==> config.mk <==
export PLATFORM = sky130hd
export DESIGN_NAME = ex_alu_stage
export DESIGN_NICKNAME = d
export VERILOG_FILES = /design/src/rtl/ex_alu_stage.sv
export SDC_FILE = /design/constraint.sdc
export NUM_CORES = 1
export LEC_CHECK = 0
export BUFFER_PORTS_ARGS = -buffer_cell sky130_fd_sc_hd__buf_2
export CELL_PAD_IN_SITES_DETAIL_PLACEMENT = 0
export CELL_PAD_IN_SITES_GLOBAL_PLACEMENT = 2
export CORE_MARGIN = 3
export CORE_UTILIZATION = 36
export DETAILED_ROUTE_END_ITERATION = 8
export PLACE_DENSITY = 0.86
export SETUP_SLACK_MARGIN = 0.2
export SLEW_MARGIN = 0
export SYNTH_ARGS = -nofsm -noshare
export SYNTH_HDL_FRONTEND = slang
export SYNTH_SLANG_ARGS = --single-unit
==> constraint.sdc <==
create_clock -name clk -period 10.7 [get_ports clk]
set_clock_uncertainty 0.05 [all_clocks]
set_input_delay 1.605 -clock clk [delete_from_list [all_inputs] [get_ports clk]]
set_output_delay 1.605 -clock clk [all_outputs]
set_load 0.05 [all_outputs]
==> src/rtl/ex_alu_stage.sv <==
// Execute stage: ID/EX pipeline register, operand forwarding, 64-bit ALU with
// a borrow-chained subtract path, and the EX/MEM result register.
module ex_alu_stage #(
    parameter int XLEN = 64,
    parameter int RW   = 5
) (
    input  logic            clk,
    input  logic            rst,
    input  logic            id_valid,
    input  logic [2:0]      id_op,
    input  logic [RW-1:0]   id_rs1,
    input  logic [RW-1:0]   id_rs2,
    input  logic [RW-1:0]   id_rd,
    input  logic [XLEN-1:0] id_rs1_val,
    input  logic [XLEN-1:0] id_rs2_val,
    input  logic [XLEN-1:0] id_imm,
    input  logic            id_use_imm,
    input  logic            stall,
    input  logic            flush,
    input  logic            wb_wr_en,
    input  logic [RW-1:0]   wb_rd,
    input  logic [XLEN-1:0] wb_val,
    output logic            ex_valid,
    output logic [RW-1:0]   ex_rd,
    output logic [XLEN-1:0] ex_result,
    output logic            ex_borrow,
    output logic            ex_zero
);

    typedef enum logic [2:0] {
        OP_ADD  = 3'd0,
        OP_SUB  = 3'd1,
        OP_AND  = 3'd2,
        OP_OR   = 3'd3,
        OP_XOR  = 3'd4,
        OP_SLT  = 3'd5,
        OP_SLTU = 3'd6,
        OP_SUBB = 3'd7
    } alu_op_e;

    typedef struct packed {
        logic            valid;
        alu_op_e         op;
        logic [RW-1:0]   rs1;
        logic [RW-1:0]   rs2;
        logic [RW-1:0]   rd;
        logic [XLEN-1:0] a_val;
        logic [XLEN-1:0] b_val;
        logic            use_imm;
        logic [XLEN-1:0] imm;
    } id_ex_t;

    id_ex_t          id_ex;
    logic            borrow_flag;
    logic [XLEN-1:0] op_a;
    logic [XLEN-1:0] fwd_b;
    logic [XLEN-1:0] op_b;
    logic            sub_bin;
    logic [XLEN:0]   sub_full;
    logic [XLEN-1:0] result;
    logic            borrow;

    // EX/MEM outranks WB; index 0 is hardwired to zero and never forwarded.
    function automatic logic [XLEN-1:0] forward(
        input logic [RW-1:0]   rs,
        input logic [XLEN-1:0] latched,
        input logic            exv,
        input logic [RW-1:0]   exrd,
        input logic [XLEN-1:0] exres,
        input logic            wbe,
        input logic [RW-1:0]   wbrd,
        input logic [XLEN-1:0] wbv
    );
        if (rs == '0)                   return '0;
        else if (exv && exrd == rs)     return exres;
        else if (wbe && wbrd == rs)     return wbv;
        else                            return latched;
    endfunction

    // NOTE: sequential state uses non-blocking assignments so every register
    // samples pre-edge values regardless of block ordering.
    always_ff @(posedge clk) begin
        if (rst) begin
            id_ex <= '0;
        end else if (flush) begin
            id_ex.valid <= 1'b0;
        end else if (!stall) begin
            id_ex.valid   <= id_valid;
            id_ex.op      <= alu_op_e'(id_op);
            id_ex.rs1     <= id_rs1;
            id_ex.rs2     <= id_rs2;
            id_ex.rd      <= id_rd;
            id_ex.a_val   <= id_rs1_val;
            id_ex.b_val   <= id_rs2_val;
            id_ex.use_imm <= id_use_imm;
            id_ex.imm     <= id_imm;
        end
    end

    // NOTE: every combinational output gets a default first so no path
    // through the case can infer a latch.
    always_comb begin
        op_a     = forward(id_ex.rs1, id_ex.a_val, ex_valid, ex_rd, ex_result,
                           wb_wr_en, wb_rd, wb_val);
        fwd_b    = forward(id_ex.rs2, id_ex.b_val, ex_valid, ex_rd, ex_result,
                           wb_wr_en, wb_rd, wb_val);
        op_b     = id_ex.use_imm ? id_ex.imm : fwd_b;
        sub_bin  = (id_ex.op == OP_SUBB) ? borrow_flag : 1'b0;
        sub_full = {1'b0, op_a} - {1'b0, op_b} - {{XLEN{1'b0}}, sub_bin};
        result   = '0;
        borrow   = 1'b0;
        unique case (id_ex.op)
            OP_ADD:          result = op_a + op_b;
            OP_SUB, OP_SUBB: begin
                result = sub_full[XLEN-1:0];
                borrow = sub_full[XLEN];
            end
            OP_AND:          result = op_a & op_b;
            OP_OR:           result = op_a | op_b;
            OP_XOR:          result = op_a ^ op_b;
            OP_SLT:          result = {{(XLEN-1){1'b0}}, ($signed(op_a) < $signed(op_b))};
            OP_SLTU: begin
                result = {{(XLEN-1){1'b0}}, sub_full[XLEN]};
                borrow = sub_full[XLEN];
            end
            default:         result = '0;
        endcase
    end

    // Bubbles hold the payload fields; only ex_valid drops.
    always_ff @(posedge clk) begin
        if (rst) begin
            ex_valid    <= 1'b0;
            ex_rd       <= '0;
            ex_result   <= '0;
            ex_borrow   <= 1'b0;
            ex_zero     <= 1'b0;
            borrow_flag <= 1'b0;
        end else if (stall || !id_ex.valid) begin
            ex_valid <= 1'b0;
        end else begin
            ex_valid  <= 1'b1;
            ex_rd     <= id_ex.rd;
            ex_result <= result;
            ex_borrow <= borrow;
            ex_zero   <= (result == '0);
            if (id_ex.op == OP_SUB || id_ex.op == OP_SUBB)
                borrow_flag <= borrow;
        end
    end

endmodule

Word level (Yosys, flattened, before mapping)
Index checks and enable logic that the tools add are counted.

Bits in registers: 285. Input bits: 286. Output and inout bits: 72.

$add $sub $neg: 3. Equal/unequal tests: 11. Muxes and demuxes: 11. Reductions and logical operators: 16. $lt $le $gt $ge: 1. Bitwise logic cells: 6.

Operators by type and width (count): $mux W64 (7); $pmux W64 S7 (1); $sub A64 B64 Y65 (1); $sub A65 B1 Y65 (1); $add A64 B64 Y64 (1); $and A64 B64 Y64 (1); $logic_not A64 Y1 (1); $lt A64 B64 Y1 (1); $or A64 B64 Y64 (1); $xor A64 B64 Y64 (1); $eq A5 B5 Y1 (4); $eq A3 B3 Y1 const B (4); $logic_not A5 Y1 (2); $eq A3 B2 Y1 const B (2); $logic_and A1 B1 Y1 (4); $reduce_and A2 Y1 (2); $reduce_or A2 Y1 (2); $eq A3 B1 Y1 const B (1); $logic_not A3 Y1 (1); $mux W1 (3); $not A1 Y1 (3); $reduce_or A3 Y1 (1); $logic_or A1 B1 Y1 (2); $logic_not A1 Y1 (1).

Depth between registers and ports, before layout
Gate-level depths: netlist (run 1).

Depth in word-level cells: 10. Mapped depth: 25. Mapped depth without buffers: 21.

Worst setup path before layout (run 1)
OpenSTA, ideal clock, no wires.

Path type: input -> register. Start: input wb_rd[3]. End: register ex_zero. Stages on the path: 22. Arrival time: 7.169 ns. Slack: 3.386 ns. Setup time: 0.096 ns. Buffers on the path: 3. Cell sequence: xor2_1 > nor4_1 > and3_1 > clkbuf_1 > clkbuf_1 > mux2i_1 > a211oi_1 > ha_1 > ha_1 > buf_2 > nand4_1 > nor4_1 > nand3_1 > a41oi_1 > o2111ai_2 > a21oi_1 > a21oi_1 > xnor2_1 > a211oi_2 > or4b_1 > or4_1 > o41ai_2.

Longest elaborated chain between the ends: 10. Elaborated cells between the ends (all ways): 20.

RTL lines: start, declared (RTL line 21) `input logic [RW-1:0] wb_rd,`; $eq A5 B5 Y1 (RTL line 76) `else if (wbe && wbrd == rs) return wbv;`; $logic_and A1 B1 Y1 (RTL line 76); $mux W64 (RTL line 76); $mux W64 (RTL line 75) `else if (exv && exrd == rs) return exres;`; $mux W64 (RTL line 74) `if (rs == '0) return '0;`; $mux W64 (RTL line 107) `op_b = id_ex.use_imm ? id_ex.imm : fwd_b;`; $sub A64 B64 Y65 (RTL line 109) `sub_full = {1'b0, op_a} - {1'b0, op_b} - {{XLEN{1'b0}}, sub_bin};`; $sub A65 B1 Y65 (RTL line 109); $pmux W64 S7 * (RTL line 112) `unique case (id_ex.op)`; $logic_not A64 Y1 * (RTL line 146) `ex_zero <= (result == '0);`; end signal, assigned (RTL line 146); end, declared (RTL line 27) `output logic ex_zero`.

Mark *: on every way between the ends. The rest lies on a longest branch, timed or not. A chain may end at the register's enable or synchronous reset.

Worst setup path after layout (run 1)
Same ends and word-level chain as after synthesis.

==> results of run 1 <==
[registers in the layout, summed over array words and instances, names as in the netlist]
| register | count |
|---|---|
| borrow_flag | 1 |
| ex_borrow | 1 |
| ex_rd | 5 |
| ex_result | 64 |
| ex_valid | 1 |
| ex_zero | 1 |
| id_ex | 212 |
[cells by family after synthesis]
logic type      count (synthesis)
fa+ha+maj                     319
buf+inv                       573
simple gates                 1341
flops                         285
compound gates               1277
mux                           149
xor+xnor                      108
[tightest hold or removal path, stage by stage, from the launching register on]
cell and delay [ns]:
dfxtp_1 0.31, nand2_1 0.05, a21oi_1 0.05
[Yosys cell counts, types with 11 or more instances]
cell	n
mux2i_1	147
clkbuf_1	225
nand2b_1	20
nor2_1	291
xnor2_1	60
a21o_1	35
a22o_1	65
o31ai_1	23
or3_1	13
buf_1	39
a21oi_1	530
nand3_1	38
a211oi_1	112
a221oi_1	20
ha_1	316
o22ai_1	43
nor4_1	31
nand2_1	719
xor2_1	48
o21a_1	30
dfxtp_1	285
nand4_1	66
inv_1	272
buf_2	29
o41ai_1	11
o21ai_1	16
nor3_1	64
o21ai_0	199
o21bai_1	26
o211ai_1	30
and3_1	16
nor2b_1	16
a31oi_1	15
[cell type report]
class	instances	area (µm²)
Fill cell	8463	45600
Sequential cell	285	5710
Tap cell	1040	1300
Clock buffer	49	1020
Multi-Input combinational cell	3194	20400
Inverter	274	1030
Timing Repair Buffer	416	2280
Antenna cell	6	15.0
Clock inverter	17	220
[where the power goes]
part / switching, mW / internal [mW] / leakage [nW]
logic: 1.16 / 0.538 / 9.78
clock network: 0.551 / 0.754 / 0.604
registers: 0.0435 / 1.10 / 2.33
[worst paths after layout]
kind / startpoint / end / slack [ns] / cells past startpoint
worst max-delay path: wb_rd[3] / ex_zero / 1.65 / 21
worst min-delay path: id_ex[171] / id_ex[171] / 0.40 / 2
worst max register to register: id_ex[207] / ex_zero / 2.37 / 20
worst min register to register: id_ex[171] / id_ex[171] / 0.40 / 2
[routing by layer]
layer	GRT usage [%]	part of all wire, %	vias up
met3	8.18	11	233
met5	0	0.096	-
met2	46.9	40	1641
met4	8.33	2.8	20
met1	50.2	46	15262
li1	-	-	14532
==> results.cfg, run 1 <==
[timing]
holdWs_ns = 0.402
fin_ws_ns = 1.65
final-setup-viol-count = 0
rsz0062_at_grt = no
finalHoldViolations = 0
finalCritPeriodShare_pct = 84.6
drv_slew = 0
timing.fmax_ghz = 0.110
min_period_ns = 9.05
relSlewSlack_pct = 19.4
tightest_slew_ns = 1.20
finalSetupTns_ns = 0

[clock_tree]
clock_latency_ns = 0.58
holdBufCountCts = 0
cts_resized = 0
root_buffer = clkbuf_16
cts_setup_buffers = 0
numClockSinks = 285
htreeDepth = 2
tritoncts = yes
cts_buffer_depth = 3
clkTransAtPathRegs_ns = 0.06
cts_buffers = 36

[global_routing]
grt_pass1_vias = 29281
antenna_found_initial = 19
grt_usage_pct = 33.4
grt_pass1_wl_mm = 205
grt_overflow_total = 0
grt_max_degree = 181

[setup_path]
critPathRequiredTime_ns = 11.12
cp_cell_sequence = buf_2, xor2_1, nor4_1, and3_4, buf_4, mux2i_1, a211oi_1, ha_1, ha_1, nand4_1, nor4_1, nand4_1, a2111oi_0, nor3_1, nand4_1, o2111ai_1, nor4_2, nand4_1, nor4_1, nand4b_1, o41ai_2
crit_type = input pin to flip-flop
cp-start-kind = input pin
max_stage_delay_ns = 0.91
critPathBufInv = 2
cp_common_cell = nand4_1
critPathTopFamily = simple AND/OR/NAND/NOR gates
arrival_ns = 9.47
slowest_stage = nor4_2
path_max_fanout = 22
worst_setup_path_end_kind = flip-flop

[placement]
io_buffers = 357
pre_cts_slack_ns = 1.42
gp_congestion = 1.04
dp.cells = 5209
place_area_mm2 = 0.0307
hpwl_mm = 114

[synth]
synthAdderAreaFrac_pct = 14.2
synth_top_area_share_pct = 20.2
synthMuxAreaShare_pct = 5.29
ys_warn_count = 0
async_flop_share_pct = 0
synth-simple-area-share_pct = 20.7
synth_top_flop_cell = dfxtp_1
synth_seq_cells = 285
synth_top_family_by_area = compound AO/OA/AOI/OAI gates
synth_edf_count = 0
synthXorXnorAreaFrac_pct = 3.35
synth_cells = 4052
yosysTopAreaCell = dfxtp_1
avgSynthCellArea_um2 = 6.97
synth_area_mm2 = 0.0282
synth_cell_types = 94
syn-num-nets = 4657
synthTopCellsByArea = dfxtp_1 (20%), ha_1 (14%), nand2_1 (9.6%)
seq_area_frac_synth_pct = 20.2
synth_compound_area_share_pct = 28.4

[detailed_routing]
drt-initial-drc-count = 4372
routed_wl_mm = 144
ant_nets = 0
vias = 31688
drc = 0
wl_per_cell_um = 27.2
drtPass1Iterations = 6
via_per_inst = 6.00

[die]
die_area_mm2 = 0.0819
row_count = 102
die_h_um = 286
fp.dieW_um = 286
initial_core_util_pct = 36.4
core_mm2 = 0.0776
ios = 358

[power_and_ir_drop]
total_power_mw = 4.15
vdd.ir_drop.worst_mv = 0.0982
power_density_mw_per_mm2 = 130
power_leakage_nw = 12.7

[finish]
fin_util_pct = 41.2
final_cell_mix = nand2_1 (719), a21oi_1 (529), buf_2 (356)
final_common_cell = nand2_1
stdcell_area_mm2 = 0.0320
nNetsFinal = 4812
syn_to_final_growth_pct = 13.2
final_cell_count_no_fill = 5281
drive_gt1_share_pct = 12.5

[flow_run]
drv_cap = 0

[min_path]
hp-class = flip-flop to flip-flop

[outcome]
outcome = finished, final reports clean
(Power assumes the default switching activity.)
==> run 2: changes to the inputs <==
--- a/config.mk
+++ b/config.mk
@@ -9,9 +9,9 @@
 export CELL_PAD_IN_SITES_DETAIL_PLACEMENT = 0
 export CELL_PAD_IN_SITES_GLOBAL_PLACEMENT = 2
 export CORE_MARGIN = 3
-export CORE_UTILIZATION = 36
+export CORE_UTILIZATION = 34
 export DETAILED_ROUTE_END_ITERATION = 8
-export PLACE_DENSITY = 0.86
+export PLACE_DENSITY = 0.82
 export SETUP_SLACK_MARGIN = 0.2
 export SLEW_MARGIN = 0
 export SYNTH_ARGS = -nofsm -noshare
==> constraint.sdc (replaced) <==
create_clock -name clk -period 8.88 [get_ports clk]
set_clock_uncertainty 0.05 [all_clocks]
set_input_delay 1.332 -clock clk [delete_from_list [all_inputs] [get_ports clk]]
set_output_delay 1.332 -clock clk [all_outputs]
set_load 0.05 [all_outputs]
==> run 2 against run 1 <==
Net effect:
- via count increased by 0.16%
- global-route usage decreased by 1.1 points
- final cell count increased by 1.8%
- core utilization decreased by 1.6 points
- clock power increased by 24%
- critical path depth unchanged
- non-clock buffer count increased by 67
- sequential power increased by 20%
- sequential share of layout area decreased by 0.32 points
- largest power group unchanged
==> results.cfg, run 2 (same netlist as run 1, synthesis figures left out) <==
[setup_path]
critPathRequiredTime_ns = 9.29
critPathTopFamily = compound AO/OA/AOI/OAI gates
slowest_stage = and3_4
crit_type = input pin to flip-flop
cp-start-kind = input pin
worst_setup_path_end_kind = flip-flop
arrival_ns = 8.82
path_max_fanout = 37
cp_cell_sequence = buf_2, xor2_1, nor4_1, and3_4, buf_12, mux2i_1, a211oi_1, ha_1, ha_1, a21oi_1, o21ai_1, a221oi_1, o41ai_1, o21ai_1, o41ai_1, xor2_1, a211oi_1, and4b_1, nand4_1, or4_1, o41ai_2
max_stage_delay_ns = 0.72
r2r_cells = 20
path_depth = 21
critPathBufInv = 2

[die]
die_area_mm2 = 0.0866
row_count = 105
die_h_um = 294
core_mm2 = 0.0822
initial_core_util_pct = 34.3
fp.dieW_um = 294
ios = 358

[timing]
tightest_slew_ns = 1.18
timing.fmax_ghz = 0.119
finalCritPeriodShare_pct = 94.7
drv_slew = 0
relSlewSlack_pct = 21.5
finalHoldViolations = 0
rsz0062_at_grt = no
holdWs_ns = 0.402
min_period_ns = 8.41
final-setup-viol-count = 0
finalSetupTns_ns = 0

[detailed_routing]
ant_nets = 0
via_per_inst = 5.90
routed_wl_mm = 146
vias = 31740
drt-initial-drc-count = 3766
drtPass1Iterations = 6
wl_per_cell_um = 27.1
drc = 0

[clock_tree]
root_buffer = clkbuf_16
clkTransAtPathRegs_ns = 0.06
cts_setup_buffers = 0
cts_buffer_depth = 3
tritoncts = yes
numClockSinks = 285
clock_latency_ns = 0.57
htreeDepth = 2
cts_buffers = 36
holdBufCountCts = 0
cts_resized = 0

[placement]
dp.cells = 5306
gp_congestion = 1.02
place_area_mm2 = 0.0313
io_buffers = 357
hpwl_mm = 116

[global_routing]
grt_max_degree = 190
grt_usage_pct = 32.3
grt_pass1_vias = 29434
grt_overflow_total = 0
antenna_found_initial = 15
grt_pass1_wl_mm = 208

[min_path]
min_path_cells = 2
hp-class = flip-flop to flip-flop

[power_and_ir_drop]
swShare_pct = 41.5
p_switching_mw = 2.12
p_int_mw = 2.99
power_density_mw_per_mm2 = 157
pwr-share-comb_pct = 41.4
vdd.ir_drop.worst_mv = 0.103
clkPwrFrac_pct = 31.6
pwr-share-seq_pct = 27.1
power_leakage_nw = 13.1

[finish]
final_cell_mix = nand2_1 (719), a21oi_1 (529), buf_2 (356)
largestRegisters = id_ex: 212 flops, ex_result: 64 flops, ex_rd: 5 flops
drive_gt1_share_pct = 13.8
fin_util_pct = 39.6
regMostFlops = id_ex
final_cell_count_no_fill = 5376
syn_to_final_growth_pct = 15.3
nNetsFinal = 4879
largest_reg_flops = 212
stdcell_area_mm2 = 0.0326
final_common_cell = nand2_1

[flow_run]
drv_cap = 0

[outcome]
outcome = finished, final reports clean
[run 2: power by group through the flow]
| stage | Sequential, mW | Clock, mW | Combinational (mW) |
|---|---|---|---|
| final | 1.38 | 1.61 | 2.11 |
| after global routing | 1.38 | 1.68 | 2.24 |
| after CTS | 1.38 | 1.64 | 2.04 |
| after detailed placement | 1.41 | 0 | 2.03 |
| after global placement | 1.41 | 0 | 2.05 |
| after floorplan | 1.40 | 0 | 1.24 |
[run 2: worst register-to-register path: cells and delay by family, from the launching register on]
kind | cells | cell delay [ns]
flip-flops | 1 | 0.36
XOR/XNOR | 2 | 0.38
multiplexers | 1 | 0.14
buffers and inverters | 1 | 0.35
AND/OR/NAND/NOR | 5 | 2.27
adder cells (fa/ha/maj) | 2 | 0.88
AO/OA/AOI/OAI | 9 | 3.38
[run 2: worst paths after layout]
check / to / startpoint / slack [ns]
setup / recovery: ex_zero / wb_rd[3] / 0.47
hold / removal: id_ex[94] / id_ex[94] / 0.40
setup reg to reg: ex_zero / id_ex[206] / 0.96
hold reg to reg: id_ex[94] / id_ex[94] / 0.40
[run 2: per-stage QoR]
step	setup WS, ns	total power [mW]
floorplan	1.84	2.64
global placement	0.217	3.45
detailed placement	0.305	3.44
CTS	0.774	5.06
global route	0.337	5.30
finish	0.472	5.10
[run 2: layer usage]
metal	global-route usage [%]	share of wire [%]	wire, µm	vias to the layer above
met3	6.20	9.2	13400	208
met4	8.82	2.9	4240	14
met1	48.8	47	68800	15323
li1	-	-	-	14679
met5	0	0.053	77	-
met2	45.9	41	59100	1516
[run 2: area by class of cell]
type	instances	area [µm²]
timing repair buffer	483	2810
clock inverter	15	249
tap	1070	1340
multi-input combinational	3194	20400
sequential	285	5710
fill	8973	49700
inverter	274	1030
clock buffer	50	1020
antenna	5	12.5
